### src/rtl/multicycle_controller.sv
// -----------------------------------------------------------------------------
// multicycle_controller
//
// Control unit for the multicycle RV32I core. A Moore-style FSM sequences each
// instruction over 3-5 cycles through one shared memory port and one ALU.
// Supported instructions: lw, sw, R-type, addi-class, beq/bne and (optionally)
// jal. Unsupported opcodes go through a TRAP state that pulses illegal_instr.
//
// Parameters
//   ENABLE_JAL     decode jal (1101111); when 0 jal traps as illegal
//   ENABLE_BNE     branch funct3 001 is taken-on-not-zero; when 0 never taken
//   USE_MEM_READY  when 0, mem_ready is ignored and treated as 1
//
// Ports
//   clk, rst          single clock, synchronous active-high reset
//   op, funct3,       instruction fields from the instruction register
//   funct7b5
//   zero              ALU zero flag
//   mem_ready         memory finished the current access this cycle
//   pc_write, adr_src, mem_write, ir_write, reg_write,
//   result_src, alu_src_a, alu_src_b, imm_src, alu_control
//                     datapath controls (all combinational)
//   illegal_instr     one-cycle pulse in TRAP
//   state             current FSM state, exported for debug
//
// Memory handshake: an access started in FETCH, MEMREAD or MEMWRITE is held
// (state and all outputs unchanged) every cycle mem_ready is 0; the cycle in
// which mem_ready is 1 is the completing cycle, and the FSM advances on the
// following edge. Strobes tied to completion (ir_write, pc_write in FETCH)
// assert only in that completing cycle; mem_write stays high throughout.
// -----------------------------------------------------------------------------
module multicycle_controller #(
    parameter bit ENABLE_JAL    = 1'b1,
    parameter bit ENABLE_BNE    = 1'b1,
    parameter bit USE_MEM_READY = 1'b1
) (
    input  logic       clk,
    input  logic       rst,
    input  logic [6:0] op,
    input  logic [2:0] funct3,
    input  logic       funct7b5,
    input  logic       zero,
    input  logic       mem_ready,
    output logic       pc_write,
    output logic       adr_src,
    output logic       mem_write,
    output logic       ir_write,
    output logic       reg_write,
    output logic [1:0] result_src,
    output logic [1:0] alu_src_a,
    output logic [1:0] alu_src_b,
    output logic [1:0] imm_src,
    output logic [2:0] alu_control,
    output logic       illegal_instr,
    output logic [3:0] state
);

    typedef enum logic [3:0] {
        S_FETCH    = 4'd0,
        S_DECODE   = 4'd1,
        S_MEMADR   = 4'd2,
        S_MEMREAD  = 4'd3,
        S_MEMWB    = 4'd4,
        S_MEMWRITE = 4'd5,
        S_EXECR    = 4'd6,
        S_ALUWB    = 4'd7,
        S_EXECI    = 4'd8,
        S_JAL      = 4'd9,
        S_BRANCH   = 4'd10,
        S_TRAP     = 4'd11
    } state_t;

    localparam logic [6:0] OP_LW     = 7'b0000011;
    localparam logic [6:0] OP_SW     = 7'b0100011;
    localparam logic [6:0] OP_RTYPE  = 7'b0110011;
    localparam logic [6:0] OP_ITYPE  = 7'b0010011;
    localparam logic [6:0] OP_BRANCH = 7'b1100011;
    localparam logic [6:0] OP_JAL    = 7'b1101111;

    state_t     state_q;
    state_t     state_d;
    logic       mem_rdy;
    logic [1:0] alu_op;
    logic       branch_taken;

    // Raw strobes before the reset override.
    logic       pc_write_raw;
    logic       mem_write_raw;
    logic       ir_write_raw;
    logic       reg_write_raw;
    logic       illegal_raw;

    assign mem_rdy = USE_MEM_READY ? mem_ready : 1'b1;
    assign state   = state_q;

    assign branch_taken = ((funct3 == 3'b000) & zero)
                        | (ENABLE_BNE & (funct3 == 3'b001) & ~zero);

    // ---------------------------------------------------------------- state reg
    always_ff @(posedge clk) begin
        if (rst) begin
            state_q <= S_FETCH;
        end else begin
            state_q <= state_d;
        end
    end

    // --------------------------------------------------------------- next state
    always_comb begin
        state_d = S_FETCH;
        case (state_q)
            S_FETCH:    state_d = mem_rdy ? S_DECODE : S_FETCH;
            S_DECODE: begin
                case (op)
                    OP_LW, OP_SW: state_d = S_MEMADR;
                    OP_RTYPE:     state_d = S_EXECR;
                    OP_ITYPE:     state_d = S_EXECI;
                    OP_BRANCH:    state_d = S_BRANCH;
                    OP_JAL:       state_d = ENABLE_JAL ? S_JAL : S_TRAP;
                    default:      state_d = S_TRAP;
                endcase
            end
            S_MEMADR:   state_d = (op == OP_LW) ? S_MEMREAD : S_MEMWRITE;
            S_MEMREAD:  state_d = mem_rdy ? S_MEMWB : S_MEMREAD;
            S_MEMWB:    state_d = S_FETCH;
            S_MEMWRITE: state_d = mem_rdy ? S_FETCH : S_MEMWRITE;
            S_EXECR:    state_d = S_ALUWB;
            S_EXECI:    state_d = S_ALUWB;
            S_ALUWB:    state_d = S_FETCH;
            S_JAL:      state_d = S_ALUWB;   // ALUWB writes the link address
            S_BRANCH:   state_d = S_FETCH;
            S_TRAP:     state_d = S_FETCH;
            default:    state_d = S_FETCH;   // unused encodings recover
        endcase
    end

    // ------------------------------------------------------------------ outputs
    always_comb begin
        pc_write_raw  = 1'b0;
        adr_src       = 1'b0;
        mem_write_raw = 1'b0;
        ir_write_raw  = 1'b0;
        reg_write_raw = 1'b0;
        result_src    = 2'b00;
        alu_src_a     = 2'b00;
        alu_src_b     = 2'b00;
        alu_op        = 2'b00;
        illegal_raw   = 1'b0;
        case (state_q)
            S_FETCH: begin
                // PC + 4 goes straight to the PC through the ALU result path.
                alu_src_a    = 2'b00;
                alu_src_b    = 2'b10;
                result_src   = 2'b10;
                ir_write_raw = mem_rdy;
                pc_write_raw = mem_rdy;
            end
            S_DECODE: begin
                // Branch target (old PC + imm) lands in the ALU out register.
                alu_src_a = 2'b01;
                alu_src_b = 2'b01;
            end
            S_MEMADR: begin
                alu_src_a = 2'b10;
                alu_src_b = 2'b01;
            end
            S_MEMREAD: begin
                adr_src = 1'b1;
            end
            S_MEMWB: begin
                result_src    = 2'b01;
                reg_write_raw = 1'b1;
            end
            S_MEMWRITE: begin
                adr_src       = 1'b1;
                mem_write_raw = 1'b1;
            end
            S_EXECR: begin
                alu_src_a = 2'b10;
                alu_op    = 2'b10;
            end
            S_EXECI: begin
                alu_src_a = 2'b10;
                alu_src_b = 2'b01;
                alu_op    = 2'b10;
            end
            S_ALUWB: begin
                reg_write_raw = 1'b1;
            end
            S_JAL: begin
                // PC <- target computed in DECODE; ALU makes old PC + 4 for rd.
                alu_src_a    = 2'b01;
                alu_src_b    = 2'b10;
                pc_write_raw = 1'b1;
            end
            S_BRANCH: begin
                alu_src_a    = 2'b10;
                alu_op       = 2'b01;
                pc_write_raw = branch_taken;
            end
            S_TRAP: begin
                illegal_raw = 1'b1;
            end
            default: begin
            end
        endcase
    end

    // Reset abandons the instruction without firing any write.
    assign pc_write      = pc_write_raw  & ~rst;
    assign mem_write     = mem_write_raw & ~rst;
    assign ir_write      = ir_write_raw  & ~rst;
    assign reg_write     = reg_write_raw & ~rst;
    assign illegal_instr = illegal_raw   & ~rst;

    // ------------------------------------------------------------ immediate sel
    always_comb begin
        case (op)
            OP_SW:     imm_src = 2'b01;
            OP_BRANCH: imm_src = 2'b10;
            OP_JAL:    imm_src = 2'b11;
            default:   imm_src = 2'b00;
        endcase
    end

    // -------------------------------------------------------------- ALU decoder
    always_comb begin
        alu_control = 3'b000;
        case (alu_op)
            2'b00: alu_control = 3'b000;
            2'b01: alu_control = 3'b001;
            default: begin
                case (funct3)
                    // Only R-type distinguishes sub; addi ignores bit 30.
                    3'b000:  alu_control = ((op == OP_RTYPE) & funct7b5) ? 3'b001 : 3'b000;
                    3'b010:  alu_control = 3'b101;
                    3'b110:  alu_control = 3'b011;
                    3'b111:  alu_control = 3'b010;
                    default: alu_control = 3'b000;
                endcase
            end
        endcase
    end

endmodule
### config.mk
export PLATFORM = sky130hd
export DESIGN_NAME = multicycle_controller
export DESIGN_NICKNAME = d
export VERILOG_FILES = /design/src/rtl/multicycle_controller.sv
export SDC_FILE = /design/constraint.sdc
export NUM_CORES = 1
export LEC_CHECK = 0
export ABC_AREA = 1
export CORE_MARGIN = 4
export CORE_UTILIZATION = 34
export CTS_CLUSTER_SIZE = 24
export DETAILED_ROUTE_END_ITERATION = 16
export GPL_TIMING_DRIVEN = 0
export PLACE_DENSITY = 0.85
export SYNTH_ARGS = -nofsm -noshare
export SYNTH_HDL_FRONTEND = slang
export SYNTH_SLANG_ARGS = --single-unit
### constraint.sdc
create_clock -name clk -period 1.4 [get_ports clk]
set_input_delay 0.21 -clock clk [delete_from_list [all_inputs] [get_ports clk]]
set_output_delay 0.21 -clock clk [all_outputs]
set_load 0.05 [all_outputs]
==> Word level (Yosys, flattened, before mapping) <==
Index checks and enable logic that the tools add are counted.
{ "word_totals": {"out_inout_bits": 21, "regBits": 4, "memories": 0, "rom_bits": 0, "ram_bits": 0, "latchBits": 0} }
{ "op_classes": {"bitwise": 11, "magnitude_cmp": 0, "addsub": 0, "n_eq_ne": 22, "div_mod_pow": 0, "multipliers": 0, "n_reduce_logical": 12, "muxes": 20, "shift": 0} }
{ "op_table": {"columns": ["op", "n"], "rows": [
  ["$pmux 4 s6", 1],
  ["$pmux 4 s5", 1],
  ["$eq 4x3->1 const B", 4],
  ["$eq 4x4->1 const B", 4],
  ["$pmux 2 s2", 4],
  ["$eq 7x6->1 const B", 2],
  ["$eq 7x7->1 const B", 2],
  ["$pmux 3 s4", 1],
  ["$reduce_or 2->1", 6],
  ["$mux 3", 3],
  ["$and 1x1->1", 8],
  ["$eq 4x2->1 const B", 2],
  ["$eq 7x2->1 const B", 1],
  ["$eq 7x5->1 const B", 1],
  ["$mux 1", 7],
  ["$eq 3x3->1 const B", 2],
  ["$pmux 2 s3", 1],
  ["$pmux 3 s2", 1],
  ["$reduce_or 3->1", 2],
  ["$eq 4x1->1 const B", 1],
  ["$logic_not 4->1", 1],
  ["$reduce_or 4->1", 1],
  ["$eq 3x1->1 const B", 1],
  ["$eq 3x2->1 const B", 1],
  ["6 further kinds", 7]
]} }

==> Depth between registers and ports, before layout <==
Gate-level depths: netlist (run 1).
{ "logic_depth": {"ltp_word": 5, "depth_mapped": 8, "ltp_nobuf": 8} }

==> Worst setup path before layout (run 1) <==
No wires, ideal clock.
{ "synth_timing": {"path_type": "flip-flop to output port", "startpoint": "register state_q[0], in the netlist state[0]", "endpoint": "output pc_write", "slack_ns": -1.329, "stages_incl_launch_ff": 6, "t_arrival_ns": 2.519, "cell_sequence": "dfxtp_1 > inv_1 > nand2_1 > nor2_1 > nand2_1 > a31oi_1"} }
{ "synth_via": {"elab_chain_cells": 3, "word_cells_on_any_way": 5, "classes_between": "eq/ne: 2; mux: 1; bitwise: 1; reduce/logical: 1"} }
{ "synth_rtl": {"columns": ["element", "line_no", "rtl"], "rows": [
  ["start, declared", "80", "state_t state_q;"],
  ["start signal, assigned", "104", "state_q <= state_d;"],
  ["$eq 4x4->1 or $logic_not 4->1 (tied branches)", "149", "case (state_q)"],
  ["$pmux 1 s3 (*)", "149", null],
  ["$and 1x1->1 (*)", "210", "assign pc_write = pc_write_raw & ~rst;"],
  ["end, declared", "44", "output logic pc_write,"]
]} }
Every way passes the cells marked *; elsewhere a longest branch is shown, timed or not.

==> Final worst setup path (run 1) <==
{ "layout_timing": {"startpoint": "register state_q[2], in the netlist state[2]", "endpoint": "output alu_control[2]"} }
{ "layout_via": {"elab_chain_cells": 5, "word_cells_on_any_way": 8, "classes_between": "eq/ne: 4; mux: 2; reduce/logical: 2"} }
{ "layout_rtl": {"columns": ["element", "line_no", "rtl"], "rows": [
  ["$eq 4x4->1 or $eq 4x3->1 (tied branches)", "149", null],
  ["$reduce_or 2->1 (no line)", null, null],
  ["$pmux 2 s2 (*)", "149", null],
  ["$eq 2x1->1 or $logic_not 2->1 (tied branches)", "229", "case (alu_op)"],
  ["$pmux 3 s2 (*)", "229", null],
  ["end, declared", "53", "output logic [2:0] alu_control,"]
]} }
Marks and branches as above.

==> results of run 1 <==
logic make-up (layout without fill, tap and decap cells):
family / count (synthesis) / count (layout) / synth area share [%]
AOI/OAI and AO/OA: 10 / 10 / 10.1
xor gates and xnor gates: 1 / 1 / 1.65
and+or+nand+nor: 78 / 78 / 61.1
DFF: 4 / 4 / 15.1
buffers and inverters: 17 / 70 / 12.0
worst max-delay path: stages (launching register included):
cell and delay (ns):
dfxtp_4 0.38, inv_4 0.07, nand2_4 0.06, nor2_4 0.14
nor2_4 0.06, inv_2 0.08, nand3b_1 0.19, nor2_4 0.17
buf_8 0.15
worst max-delay path by stage:
stage,from,end,slack [ns]
global placement,op[1],alu_control[0],-0.99
global route,state[2],alu_control[2],-0.42
finish,state[2],alu_control[2],-0.35
detailed placement,op[1],alu_control[0],-1.02
CTS,state[3],alu_control[2],-0.30
floorplan,state[2],pc_write,-0.17
repair_timing:
action	in CTS	in global routing
pin swaps	10	12
endpoints found under the setup margin	21	19
buffers inserted	7	9
resized for setup	143	39
where the power goes:
group	leakage (nW)	switching (mW)	internal (mW)	total, mW
logic	0.575	1.63	0.863	2.50
clock network	0.0138	0.0535	0.0963	0.150
registers	0.0356	0.123	0.187	0.310
placed cells by master (no fill, tap or decap), types with 5 or more instances in the layout:
cell and instances:
nor2_4 11, buf_8 5, clkdlybuf4s50_1 6, nand2_4 5, nand2_2 7, inv_2 5
nor2_1 17, inv_1 6, buf_4 18, nand2_1 20, buf_6 8, clkbuf_2 5
nand3_1 5, dlygate4sd2_1 5
layout make-up:
type / count / area [sq um]
clock buffers: 3 / 22.5
flip-flops and latches: 4 / 95.1
fillers: 51 / 97.6
multi-input cells: 89 / 613
repair buffers: 50 / 452
inverters: 16 / 80.1
well taps: 15 / 18.8
plain buffers: 1 / 3.75
layer usage:
layer / vias to the layer above / share of wire [%] / global-route usage [%]
li1: 455 / - / -
met4: 0 / 4.8 / 19.9
met2: 95 / 51 / 47.9
met3: 20 / 8.4 / 3.01
met5: - / 0 / 0
met1: 477 / 36 / 21.0
cell usage after synthesis:
| cell type | number | area [sq um] |
|---|---|---|
| nand2_1 | 32 | 120 |
| nor2_1 | 30 | 113 |
| inv_1 | 15 | 56.3 |
| nand3_1 | 7 | 35.0 |
| o21ai_0 | 6 | 30.0 |
| dfxtp_1 | 4 | 80.1 |
| a21oi_1 | 2 | 10.0 |
| nand3b_1 | 2 | 15.0 |
| nor2_2 | 2 | 12.5 |
| nor3_1 | 2 | 10.0 |
| a31oi_1 | 1 | 6.26 |
| clkbuf_1 | 1 | 3.75 |
| inv_2 | 1 | 3.75 |
| nand2_2 | 1 | 6.26 |
| nand4_1 | 1 | 6.26 |
| nor4_1 | 1 | 6.26 |
| o211ai_1 | 1 | 7.51 |
| xnor2_1 | 1 | 8.76 |
==> out/qor.csv, run 1 <==
metric,value,unit
status,"finished, violations left",
failing checks,setup timing,
clk sinks,4,
Post-CTS Hold Fix Bufs,0,
RR Endpoint,state[1],
Hold Fails Final Rpt,0,
setup TNS,-2.76,ns
clock tree buffer depth,2,
Crit path arrival time,1.54,ns
die height,47.5,um
Area after DPL,1030,sq um
first-pass GRT wire length,3750,um
count of cell types in the netlist,18,
Place WS,-1.02,ns
Global Route Usage Sum,24.2,%
"IR drop worst, VDD",1580,uV
hpwl dp,1690,um
Worst-Skew Late Latency,0.24,ns
max-slew violations,0,
final setup fails,16,
synthesis-to-finish area growth,142,%
CTS tree,done,
CP required,1.19,ns
Critical Path End Type,output port,
final worst slack,-0.353,ns
Initial Utilization,38.4,%
average size of a mapped cell,4.82,sq um
largest net degree at the start of global routing,10,
max reg flops,4,
Port Buffer Count,34,
initial antenna violation count,0,
clock skew,0.00662,ns
Final Util,92.9,%
Tcrit/Tclk final,125,%
Power Dens Cells,2300,nW/um^2
Worst setup SP type,flop,
hold_ws,0.552,ns
RR Startpoint,state[2],
#FFs+latches synth,4,
final wirelength,3280,um
Final Wtd Congestion,0.910,
max-cap violations,0,
WHS Path Cells,2,
register area share after synthesis,15.1,%
vias in the first global route,946,
Worst-Margin Slew,0.823,ns
Tmin final,1.75,ns
Via-to-Cell Ratio,5.88,
CP Max Fanout,6,
total power,2.96,mW
hold worst-path end,state[2],
final instance area,1280,sq um
relative slew slack,45.1,%
Iter 0 DRT Violations,59,
dpl cells,159,
Post-Syn Area,531,sq um
FP Rows,13,
drt first pass iters,5,
Worst Hold Class,primary input to flop,
CP Class,flop to output port,
RSZ-0062 raised after global routing,true,
Die X,47.5,um
FF-to-FF setup slack,-0.03,ns
share of layout cells above drive strength 1,55.8,%
GRT overflow,0,
via count,1047,
Root Buffer,clkbuf_4,
Post-Synthesis Cells,110,
Post-DRT Antenna Nets,0,
ANT cells,0,
drt wl/cell,18.4,um
clock transition at the registers of the reported paths,0.04,ns
H-tree depth,1,
die area,2260,sq um
fmax,571,MHz
worst r2r path cells,8,
Synth Warn #,0,
Leak,0.624,nW
Core ar.,1380,sq um
Num CTS Buffers,3,
Post-Layout Cell Count,178,
Mapped Nets,125,
nets@finish,180,
I/O Pins,36,
drt drc,0,
Hold Crit Start,rst,
No activity file was read; power rests on OpenSTA's default activity.
==> inputs of run 2 (changes only) <==
--- a/config.mk
+++ b/config.mk
@@ -11,6 +11,7 @@
 export CTS_CLUSTER_SIZE = 24
 export DETAILED_ROUTE_END_ITERATION = 16
 export GPL_TIMING_DRIVEN = 0
+export MAX_ROUTING_LAYER = met4
 export PLACE_DENSITY = 0.85
 export SYNTH_ARGS = -nofsm -noshare
 export SYNTH_HDL_FRONTEND = slang
==> out/qor.csv, run 2 (synthesis results as in run 1) <==
metric,value,unit,change
final setup fails,17,,+1
Place WS,-1.02,ns,unchanged
hold_ws,0.542,ns,-0.00989 ns
WHS Path Cells,2,,unchanged
uppermost layer routed,met4,,
ANT cells,0,,unchanged
clock skew,0.00794,ns,+0.00132 ns
Power Dens Cells,2310,nW/um^2,+0.18%
total power,2.96,mW,+0.18%
Critical Path End Type,output port,,
relative slew slack,44.9,%,-0.23 points
die area,2260,sq um,unchanged
met2 routed wirelength,1650,um,-0.66%
max reg flops,4,,unchanged
initial antenna violation count,0,,unchanged
max-slew violations,0,,unchanged
drt drc,0,,unchanged
# fillers,51,,unchanged
Port Buffer Count,34,,unchanged
FP Rows,13,,unchanged
nets@finish,180,,unchanged
drt first pass iters,5,,unchanged
"Critical Path, Cell by Cell","inv_4, nand2_4, nor2_4, nor2_4, inv_2, nand3b_1, nor2_4, buf_8",,
FF-to-FF setup slack,-0.04,ns,about the same
first-pass GRT wire length,3750,um,unchanged
worst r2r path cells,8,,unchanged
Worst-Skew Late Latency,0.25,ns,about the same
largest net degree at the start of global routing,10,,unchanged
CP most frequent cell,nor2_4,,
Crit path arrival time,1.55,ns,about the same
CP Max Fanout,6,,unchanged
setup TNS,-2.90,ns,-0.145 ns
share of layout cells above drive strength 1,55.8,%,unchanged
CP Class,flop to output port,,
H-tree depth,1,,unchanged
Tcrit/Tclk final,125,%,+0.27 points
critical path depth in cells,8,,unchanged
"commonest non-fill, non-tap cell in the layout",nand2_1,,
vias in the first global route,946,,unchanged
final wirelength,3230,um,-1.6%
hpwl dp,1690,um,unchanged
synthesis-to-finish area growth,142,%,unchanged
CP required,1.19,ns,about the same
met1 wire length,1170,um,-0.85%
Tmin final,1.76,ns,+0.00372 ns
max-cap violations,0,,unchanged
Final Wtd Congestion,0.926,,+1.7%
"IR drop worst, VDD",1570,uV,-0.88%
Crit path max-delay family,simple AND/OR/NAND/NOR gates,,
status,"finished, violations left",,
failing checks,setup timing,,
Iter 0 DRT Violations,41,,-31%
Worst Hold Class,primary input to flop,,
I/O Pins,36,,unchanged
Met3 Wirelength,236,um,-14%
clk sinks,4,,unchanged
GRT overflow,0,,unchanged
CTS tree,done,,
fmax,569,MHz,-0.21%
Global Route Usage Sum,25.0,%,+0.76 points
Slowest cell on crit path,dfxtp_4,,
Initial Utilization,38.4,%,unchanged
drt wl/cell,18.1,um,-1.6%
Via-to-Cell Ratio,5.87,,-0.19%
Post-DRT Antenna Nets,0,,unchanged
Critical path buffers and inverters,3,,unchanged
max incr delay on CP,0.38,ns,about the same
final worst slack,-0.356,ns,-0.00372 ns
clock tree buffer depth,2,,unchanged
Leak,0.624,nW,unchanged
via count,1045,,-0.19%
Die X,47.5,um,unchanged
die height,47.5,um,unchanged
"commonest cells after routing, fill and taps aside","20 x nand2_1, 18 x buf_4, 17 x nor2_1",,
Worst-Margin Slew,0.826,ns,+0.00343 ns
RSZ-0062 raised after global routing,true,,
clock transition at the registers of the reported paths,0.04,ns,about the same
Root Buffer,clkbuf_4,,
Core ar.,1380,sq um,unchanged
Worst setup SP type,flop,,
Num CTS Buffers,3,,unchanged
Hold Fails Final Rpt,0,,unchanged
[run 2: cell counts in the layout (fill, tap and decap cells not counted)]
Identical to the previous run, type by type.
[run 2: per-stage QoR]
stage / util (%) / instance area (sq um) / cells
6_report: 92.9 / 1280 / 178
5_1_grt: 92.9 / 1280 / 178
4_1_cts: 82.4 / 1140 / 169
3_5_place_dp: 74.3 / 1030 / 159
3_3_place_gp: 74.3 / 1030 / 159
2_1_floorplan: - / 668 / 110
[run 2: area by class of cell]
class | count | area [sq um] | area share [%]
clock buffer | 3 | 22.5 | 1.75
multi-input combinational | 89 | 613 | 47.7
tap | 15 | 18.8 | 1.46
sequential | 4 | 95.1 | 7.40
inverter | 16 | 80.1 | 6.23
timing repair buffer | 50 | 452 | 35.2
buffer | 1 | 3.75 | 0.292
[run 2: path summary, 6_finish.rpt]
check,startpoint,end
hold / removal,rst,state[2]
setup reg to reg,state[2],state[1]
setup / recovery,state[2],alu_control[2]
hold reg to reg,state[1],state[0]
[run 2: what timing repair did]
item | 4_1_cts | 5_1_grt
hold buffers | 0 | 0
pin swaps | 10 | 12
setup buffers | 7 | 9
endpoints found under the setup margin | 21 | 19
gates resized for setup | 143 | 39
[run 2: power by group]
group | switching [mW] | internal [mW] | total (mW)
combinational | 1.63 | 0.863 | 2.50
clock | 0.0571 | 0.0966 | 0.154
sequential | 0.124 | 0.187 | 0.312
total | 1.82 | 1.15 | 2.96
[run 2: per-layer routing]
layer | up-vias | GRT usage [%]
li1 | 457 | -
met1 | 484 | 21.0
met2 | 83 | 47.9
met3 | 21 | 3.01
met4 | 0 | 19.9
met5 | - | -
